### src/rtl/operand_entry_pkg.sv
`default_nettype none
// ============================================================================
// Module   : operand_entry_pkg
// Purpose  : Shared defaults for the operand-entry block and its interface.
// Contents : DEFAULT_INPUT_WIDTH     - operand width fed to the adder
//            DEFAULT_DEBOUNCE_CYCLES - 10 ms of stable level at 27 MHz
// Revision : 1.0 - initial release
// ============================================================================
package operand_entry_pkg;

    localparam int DEFAULT_INPUT_WIDTH     = 2;
    localparam int DEFAULT_DEBOUNCE_CYCLES = 270000;

endpackage : operand_entry_pkg
`default_nettype wire

### src/rtl/operand_entry_if.sv
`default_nettype none
// ============================================================================
// Module   : operand_entry_if
// Purpose  : Bundles the raw button inputs and the operand outputs.
// Signals  : btn_a_n, btn_b_n - raw active-low push buttons (async, bouncy)
//            a, b             - registered operands to the adder
//            updated          - one-cycle strobe with every new a/b value
// Modports : master - button source / operand consumer
//            slave  - operand_entry
// Revision : 1.0 - initial release
// ============================================================================
interface operand_entry_if
    import operand_entry_pkg::*;
#(
    parameter int INPUT_WIDTH = DEFAULT_INPUT_WIDTH
) ();

    logic                   btn_a_n;
    logic                   btn_b_n;
    logic [INPUT_WIDTH-1:0] a;
    logic [INPUT_WIDTH-1:0] b;
    logic                   updated;

    modport master (
        output btn_a_n,
        output btn_b_n,
        input  a,
        input  b,
        input  updated
    );

    modport slave (
        input  btn_a_n,
        input  btn_b_n,
        output a,
        output b,
        output updated
    );

endinterface : operand_entry_if
`default_nettype wire

### src/rtl/operand_entry_button_debounce.sv
`default_nettype none
// ============================================================================
// Module   : button_debounce
// Purpose  : Synchronises one raw active-low button, debounces it and emits
//            a single-cycle pulse when the debounced level becomes pressed.
// Ports    : clk       - system clock
//            rst       - asynchronous active-high reset
//            btn_n_i   - raw active-low button (asynchronous, may bounce)
//            press_o   - registered one-cycle press event
// Revision : 1.0 - initial release
// ============================================================================
module button_debounce
    import operand_entry_pkg::*;
#(
    parameter int DEBOUNCE_CYCLES = DEFAULT_DEBOUNCE_CYCLES
) (
    input  wire logic clk,
    input  wire logic rst,
    input  wire logic btn_n_i,
    output logic      press_o
);

    localparam int              CNT_W    = $clog2(DEBOUNCE_CYCLES) + 1;
    localparam logic [CNT_W-1:0] CNT_LAST = CNT_W'(DEBOUNCE_CYCLES - 1);

    // Levels are kept in raw polarity: 1 = released, 0 = pressed.
    logic             sync1_q;
    logic             sync2_q;
    logic             stable_q;
    logic             stable_d;
    logic [CNT_W-1:0] cnt_q;
    logic [CNT_W-1:0] cnt_d;
    logic             press_q;
    logic             press_d;

    // Any cycle the synchronised level agrees with the stable level restarts
    // the count, so only an uninterrupted run of differing samples flips it.
    always_comb begin
        stable_d = stable_q;
        cnt_d    = '0;
        press_d  = 1'b0;
        if (sync2_q != stable_q) begin
            if (cnt_q == CNT_LAST) begin
                stable_d = sync2_q;
                // Only the released->pressed direction is an event.
                press_d  = ~sync2_q;
            end else begin
                cnt_d = cnt_q + CNT_W'(1);
            end
        end
    end

    always_ff @(posedge clk or posedge rst) begin
        if (rst) begin
            sync1_q  <= 1'b1;
            sync2_q  <= 1'b1;
            stable_q <= 1'b1;
            cnt_q    <= '0;
            press_q  <= 1'b0;
        end else begin
            sync1_q  <= btn_n_i;
            sync2_q  <= sync1_q;
            stable_q <= stable_d;
            cnt_q    <= cnt_d;
            press_q  <= press_d;
        end
    end

    assign press_o = press_q;

endmodule : button_debounce
`default_nettype wire

### src/rtl/operand_entry.sv
`default_nettype none
// ============================================================================
// Module   : operand_entry
// Purpose  : Two push buttons step two adder operands. A press on A alone
//            increments a, on B alone increments b (both wrap silently);
//            presses on both in the same cycle clear a and b.
// Ports    : clk       - system clock
//            rst       - asynchronous active-high reset
//            bus       - operand_entry_if.slave (btn_a_n, btn_b_n in;
//                        a, b, updated out)
// Revision : 1.0 - initial release
// ============================================================================
module operand_entry
    import operand_entry_pkg::*;
#(
    parameter int INPUT_WIDTH     = DEFAULT_INPUT_WIDTH,
    parameter int DEBOUNCE_CYCLES = DEFAULT_DEBOUNCE_CYCLES
) (
    input  wire logic        clk,
    input  wire logic        rst,
    operand_entry_if.slave   bus
);

    logic                   press_a;
    logic                   press_b;
    logic [INPUT_WIDTH-1:0] a_q;
    logic [INPUT_WIDTH-1:0] a_d;
    logic [INPUT_WIDTH-1:0] b_q;
    logic [INPUT_WIDTH-1:0] b_d;
    logic                   updated_q;
    logic                   updated_d;

    button_debounce #(
        .DEBOUNCE_CYCLES (DEBOUNCE_CYCLES)
    ) u_debounce_a (
        .clk     (clk),
        .rst     (rst),
        .btn_n_i (bus.btn_a_n),
        .press_o (press_a)
    );

    button_debounce #(
        .DEBOUNCE_CYCLES (DEBOUNCE_CYCLES)
    ) u_debounce_b (
        .clk     (clk),
        .rst     (rst),
        .btn_n_i (bus.btn_b_n),
        .press_o (press_b)
    );

    // A simultaneous press is a clear, and still strobes updated even when
    // both operands are already zero.
    always_comb begin
        a_d       = a_q;
        b_d       = b_q;
        updated_d = 1'b0;
        if (press_a && press_b) begin
            a_d       = '0;
            b_d       = '0;
            updated_d = 1'b1;
        end else if (press_a) begin
            a_d       = a_q + INPUT_WIDTH'(1);
            updated_d = 1'b1;
        end else if (press_b) begin
            b_d       = b_q + INPUT_WIDTH'(1);
            updated_d = 1'b1;
        end
    end

    always_ff @(posedge clk or posedge rst) begin
        if (rst) begin
            a_q       <= '0;
            b_q       <= '0;
            updated_q <= 1'b0;
        end else begin
            a_q       <= a_d;
            b_q       <= b_d;
            updated_q <= updated_d;
        end
    end

    assign bus.a       = a_q;
    assign bus.b       = b_q;
    assign bus.updated = updated_q;

endmodule : operand_entry
`default_nettype wire

### src/flat_wrapper.sv
// flat-port wrapper written by rule: the top's interface ports become plain ports
module operand_entry_flat import operand_entry_pkg::*;
#(
    parameter int INPUT_WIDTH     = DEFAULT_INPUT_WIDTH,
    parameter int DEBOUNCE_CYCLES = DEFAULT_DEBOUNCE_CYCLES
)
  (clk, rst, bus_btn_a_n, bus_btn_b_n, bus_a, bus_b, bus_updated);
  operand_entry_if #(.INPUT_WIDTH(INPUT_WIDTH)) bus_i ();
  input  wire logic clk;
  input  wire logic rst;
  input wire logic [$bits(bus_i.btn_a_n)-1:0] bus_btn_a_n;
  input wire logic [$bits(bus_i.btn_b_n)-1:0] bus_btn_b_n;
  output wire logic [$bits(bus_i.a)-1:0] bus_a;
  output wire logic [$bits(bus_i.b)-1:0] bus_b;
  output wire logic [$bits(bus_i.updated)-1:0] bus_updated;
  assign bus_i.btn_a_n = bus_btn_a_n;
  assign bus_i.btn_b_n = bus_btn_b_n;
  assign bus_a = bus_i.a;
  assign bus_b = bus_i.b;
  assign bus_updated = bus_i.updated;
  operand_entry #(.INPUT_WIDTH(INPUT_WIDTH), .DEBOUNCE_CYCLES(DEBOUNCE_CYCLES)) u_core (.clk(clk), .rst(rst), .bus(bus_i));
endmodule
### config.mk
export PLATFORM = sky130hd
export DESIGN_NAME = operand_entry_flat
export DESIGN_NICKNAME = d
export VERILOG_FILES = /design/src/rtl/operand_entry_pkg.sv /design/src/rtl/operand_entry_if.sv /design/src/rtl/operand_entry_button_debounce.sv /design/src/rtl/operand_entry.sv /design/src/flat_wrapper.sv
export SDC_FILE = /design/constraint.sdc
export NUM_CORES = 1
export LEC_CHECK = 0
export CAP_MARGIN = 10
export CORE_MARGIN = 4
export CORE_UTILIZATION = 56
export DETAILED_ROUTE_END_ITERATION = 10
export DONT_BUFFER_PORTS = 1
export GPL_ROUTABILITY_DRIVEN = 0
export PLACE_DENSITY = 0.71
export SETUP_SLACK_MARGIN = 0.3
export SLEW_MARGIN = 15
export SYNTH_ARGS = -nofsm -noshare
export SYNTH_HDL_FRONTEND = slang
export SYNTH_HIERARCHICAL = 1
export SYNTH_SLANG_ARGS = --single-unit
### constraint.sdc
create_clock -name clk -period 4.3 [get_ports clk]
set_clock_uncertainty 0.05 [all_clocks]
set_input_delay 0.86 -clock clk [delete_from_list [all_inputs] [get_ports clk]]
set_output_delay 0.86 -clock clk [all_outputs]
set_load 0.005 [all_outputs]
# Word-level counts from Yosys, hierarchy flattened
# Cells that the tools add are included.
dict set report totals {
  regBits 53
  word_cells 46
  output_inout_bits 5
  in_bits 4
}
dict set report classes {
  n_eq_ne 5
  mux 16
  bitwise_logic 2
  addsub 4
  n_reduce_logical 6
}
# cell count
set ops {}
lappend ops {{$mux W20} 4}
lappend ops {{$add A20 B1 Y20 const B} 2}
lappend ops {{$eq A20 B19 Y1 const B} 2}
lappend ops {{$mux W2} 5}
lappend ops {{$mux W1} 7}
lappend ops {{$reduce_and A2 Y1} 3}
lappend ops {{$add A2 B1 Y2 const B} 2}
lappend ops {{$reduce_bool A2 Y1} 2}
lappend ops {{$ne A1 B1 Y1} 2}
lappend ops {{$ne A2 B1 Y1 const B} 1}
lappend ops {{$not A1 Y1} 2}
lappend ops {{$logic_and A1 B1 Y1} 1}

# Logic depth before layout (Yosys ltp)
dict set report depth {
  ltp_word 4
  mapped_depth 5
  mapped_depth_nobuf 5
}

# Cells and area by module
# Netlist, hierarchy kept.
# mod seq_area_each_um2 area_each_um2 n_inst cells_each
set by_module_without_submodules {}
lappend by_module_without_submodules {button_debounce 604.3 1209.9 2 109}
lappend by_module_without_submodules {operand_entry 125.1 214.0 1 17}

# Worst setup path after synthesis
# Ideal clock, no wire load.
dict set report synth_timing {
  path_type {register to register}
  start {register u_core.u_debounce_a.cnt_q[0]}
  end {register u_core.u_debounce_a.stable_q}
  path_buffers 0
  synth_period_minus_slack_ns 1.915
  path_stages_with_launch 5
  setup_slack_ns 2.385
  setup_time_ns 0.082
  arrival_ns 1.783
  t_required_ns 4.168
  path_cell_list {dfrtp_1 ha_1 nand4_1 or4_4 mux2_4}
}
dict set report synth_via {
  elab_chain_cells 2
}
# element line
set synth_lines {}
lappend synth_lines {{start: declaration} operand_entry_button_debounce.sv:31} ;# logic [CNT_W-1:0] cnt_q;
lappend synth_lines {{start signal: assignment} operand_entry_button_debounce.sv:64} ;# cnt_q <= cnt_d;
lappend synth_lines {{$eq A20 B19 Y1} operand_entry_button_debounce.sv:43} ;# if (cnt_q == CNT_LAST) begin
lappend synth_lines {{$reduce_and A2 Y1 (no line)} n/a}
lappend synth_lines {{end signal: assignment} operand_entry_button_debounce.sv:63} ;# stable_q <= stable_d;
lappend synth_lines {{end: declaration} operand_entry_button_debounce.sv:29} ;# logic stable_q;
# Every way passes these cells.
# A chain may end at the register's enable or synchronous reset.

# Worst setup path after layout
dict set report layout_timing {
  start {register u_core.u_debounce_b.cnt_q[0]}
  end {register u_core.u_debounce_b.cnt_q[11]}
}
dict set report layout_via {
  elab_chain_cells 3
  word_cells_on_any_way 4
  cone_classes {add/sub (1); eq/ne (1); mux (2)}
}
# element line
set layout_lines {}
lappend layout_lines {{start: declaration} operand_entry_button_debounce.sv:31}
lappend layout_lines {{start signal: assignment} operand_entry_button_debounce.sv:64}
lappend layout_lines {{$add A20 B1 Y20 / $eq A20 B19 Y1 (equally long branches)} {operand_entry_button_debounce.sv:48, operand_entry_button_debounce.sv:43}}
lappend layout_lines {{$mux W20 *} operand_entry_button_debounce.sv:43}
lappend layout_lines {{$mux W20 *} operand_entry_button_debounce.sv:42} ;# if (sync2_q != stable_q) begin
lappend layout_lines {{via u_core.u_debounce_b.cnt_d[11]} operand_entry_button_debounce.sv:32} ;# logic [CNT_W-1:0] cnt_d;
# Mark *: on every way through the listed nets, which the timed path passes. The rest lies on a longest branch.

==> impl_metrics.json <==
{
  "yosys_most_used_dff": "dfrtp_1",
  "insertion_delay_ns": 0.30,
  "yosys.area.top_type": "dfrtp_1",
  "ys_seq_area_share_pct": 50.64,
  "portBuffers": 0,
  "cts.sinks": 53,
  "synth_top_family_by_area": "simple AND/OR/NAND/NOR gates",
  "power.static_leakage_nw": 1.202,
  "synth_mux_area_share_pct": 2.708,
  "clockBufferDepth": 2,
  "filler_cell_count": 371,
  "clk_pin_slew_ns": 0.10,
  "async_reset_ff_share_pct": 100.0,
  "yosys.area_share.simple_pct": 27.60,
  "root_buffer": "clkbuf_8",
  "path_max_fanout": 18,
  "startpoint_type": "register",
  "die_h_um": 76.58,
  "ys_warn_count": 6,
  "grt_max_degree": 25,
  "register_area_um2": 1334,
  "whs_ns": 0.2812,
  "setup_ws_ns": 1.969,
  "hold_buffers": 0,
  "synthTopCellsByArea": "dfrtp_1, dfstp_2, xnor2_1, nor2_1, xor2_1",
  "die-width_um": 76.58,
  "syn-instance-count": 235,
  "max-vdd-ir-drop_mv": 0.2277,
  "cts_resized": 0,
  "start_util_pct": 59.26,
  "synthAdderAreaFrac_pct": 0.9501,
  "synth_compound_area_share_pct": 6.936,
  "routed_wl_mm": 4.581,
  "diodes": 0,
  "drc_errors": 0,
  "num_vias": 1739,
  "synth_cell_types": 38,
  "synth-xor-area-share_pct": 9.311,
  "min_path_type": "input pin to asynchronous set/reset pin",
  "synth_area_per_cell_um2": 11.21,
  "grt_util_all_layers_pct": 17.21,
  "cp_data_required_time_ns": 4.41,
  "p_per_area_nw_per_um2": 331.9,
  "rows": 24,
  "multi_input_area_um2": 1251,
  "maxCapViolations": 0,
  "fin_crit_ns": 2.331,
  "hold_violations": 0,
  "core_um2": 4444,
  "fmax_mhz": 429.1,
  "overflow": 0,
  "dp_worst_setup_slack_ns": 1.954,
  "period_share_pct": 54.20,
  "htree_num_levels": 2,
  "synth_fp_nets": 241,
  "grt_setup_unrepaired": "no",
  "antenna_found_initial": 0,
  "grt_pass1_vias": 1711,
  "die_area_um2": 5865,
  "synth_area_um2": 2634,
  "cts_buffers": 5,
  "dr.pass1.iters": 4,
  "end_kind": "register",
  "ant_nets": 0,
  "nets": 246,
  "slew_violations": 0,
  "drt-wirelength-per-cell_um": 15.63,
  "cts_tree": "built",
  "vias_per_cell": 5.935,
  "fin_tns_setup_ns": 0,
  "worstPathArrival_ns": 2.44,
  "hpwl_mm": 3.203,
  "crit_type": "register to register",
  "tightest_slew_ns": 0.9617,
  "grt_pass1_wl_mm": 8.211,
  "slew_headroom_pct": 35.67,
  "area.growth.synth_to_final_pct": 7.126,
  "post-cts-setup-buffers": 0,
  "drt_iter0_drc": 109,
  "drive_above_1_share_pct": 15.77,
  "synth_edf_count": 0,
  "finalSetupViolCount": 0,
  "status": "completed",
  "synth_top_area_share_pct": 44.66,
  "yosys_register_bits": 53,
  "ioPinCount": 9
}
==> flip-flops by register name (all words and copies together), names as in the netlist <==
name                          flops
u_core/u_debounce_a/stable_q      1
u_core/u_debounce_b/sync2_q       1
u_core/u_debounce_a/cnt_q        20
u_core/u_debounce_a/sync1_q       1
u_core/u_debounce_a/press_o       1
u_core/u_debounce_b/cnt_q        20
u_core/bus.updated                1
u_core/u_debounce_b/sync1_q       1
u_core/bus.b                      2
u_core/u_debounce_b/press_o       1
u_core/u_debounce_a/sync2_q       1
u_core/u_debounce_b/stable_q      1
u_core/bus.a                      2
==> worst max-delay path: stages, from the launching register on <==
cell	delay (ns)
dfrtp_1	0.41
ha_1	0.22
nand4_1	0.36
o41ai_4	1.00
nor2_1	0.14
==> layer usage <==
metal / wire length, um / vias to the layer above / track usage [%]
met1: 2385 / 859 / 25.23
li1: - / 850 / -
met3: 144 / 7 / 3.783
met4: 51 / 0 / 4.891
met2: 2000 / 23 / 25.57
met5: 0 / - / 0
==> through the flow <==
stage | instance area, um2 | instances | utilization, % | power, mW
floorplan | 2634 | 235 | - | 0.5424
global placement | 2684 | 285 | 60.39 | 0.5488
detailed placement | 2684 | 285 | 60.39 | 0.5494
CTS | 2821 | 293 | 63.49 | 0.9498
global route | 2821 | 293 | 63.49 | 0.9793
finish | 2821 | 293 | 63.49 | 0.9365
==> cell usage after synthesis (2+ instances only) <==
cell      number
nand2_1        8
o41ai_4        2
a21oi_1        8
mux2_4         2
nor2b_1        3
nor2_1        35
dfrtp_1       47
nor3_1         4
nor4_1         2
o21ai_0        5
or2_0          2
nand2b_1       2
mux2i_1        3
dfstp_2        6
or4_4          4
xnor2_1       16
or4_1          6
nor4_2         4
ha_1           2
nor3b_1        2
nand4_4        2
buf_4          2
o31ai_1        6
and3_1         2
xor2_1        12
nor3b_2        2
and4_1         4
nand4_2        4
inv_1          9
or3_4          2
nand4_1       10
or3_1          4
nand3_1        8
==> worst paths after layout <==
| check | end | cells after the start | from | slack (ns) |
|---|---|---|---|---|
| max | u_core/u_debounce_b/cnt_q[11] | 4 | u_core/u_debounce_b/cnt_q[0] | 1.97 |
| min | u_core/bus.b[0] | 1 | rst | 0.28 |
| max reg2reg | u_core/u_debounce_b/cnt_q[11] | 4 | u_core/u_debounce_b/cnt_q[0] | 1.97 |
| min reg2reg | u_core/u_debounce_a/sync2_q | 0 | u_core/u_debounce_a/sync1_q | 0.31 |
| max in group asynchronous | u_core/u_debounce_b/cnt_q[1] | 1 | rst | 3.07 |
| min in group clk | u_core/u_debounce_a/sync2_q | 0 | u_core/u_debounce_a/sync1_q | 0.31 |
==> cell type report <==
class / count / share of cell area [%]
inverters: 9 / 1.197
clock buffers: 5 / 2.439
clock inverters: 3 / 2.439
multi-input cells: 171 / 44.35
flip-flops and latches: 53 / 47.27
well taps: 52 / 2.306
==> logic make-up (layout without fill, tap and decap cells) <==
family          Yosys count  after routing
compound gates           23             23
simple gates            112            112
buf+inv                  11             17
mux                       6              6
flops                    53             53
xor+xnor                 28             28
fa+ha+maj                 2              2
==> layout by cell type, fill, tap and decap left out, drive strengths merged, types with 3 or more instances in the layout <==
cell / netlist / layout
nor2: 35 / 35
and4: 4 / 4
nand3: 8 / 8
or2: 3 / 3
mux2i: 3 / 3
o21ai: 5 / 5
nor3b: 4 / 4
dfrtp: 47 / 47
dfstp: 6 / 6
nor2b: 3 / 3
nand2: 8 / 8
a21oi: 8 / 8
nor3: 4 / 4
clkbuf: 0 / 5
inv: 9 / 10
o31ai: 6 / 6
nand4: 16 / 16
or3: 6 / 6
mux2: 3 / 3
xnor2: 16 / 16
or4: 10 / 10
xor2: 12 / 12
nor4: 6 / 6
==> power by group <==
group | internal [mW] | switching, mW | total (mW)
combinational | 0.00668 | 0.0190 | 0.0257
sequential | 0.506 | 0.00723 | 0.513
clock | 0.234 | 0.163 | 0.397
total | 0.747 | 0.189 | 0.936
No activity file was read; power rests on OpenSTA's default activity.
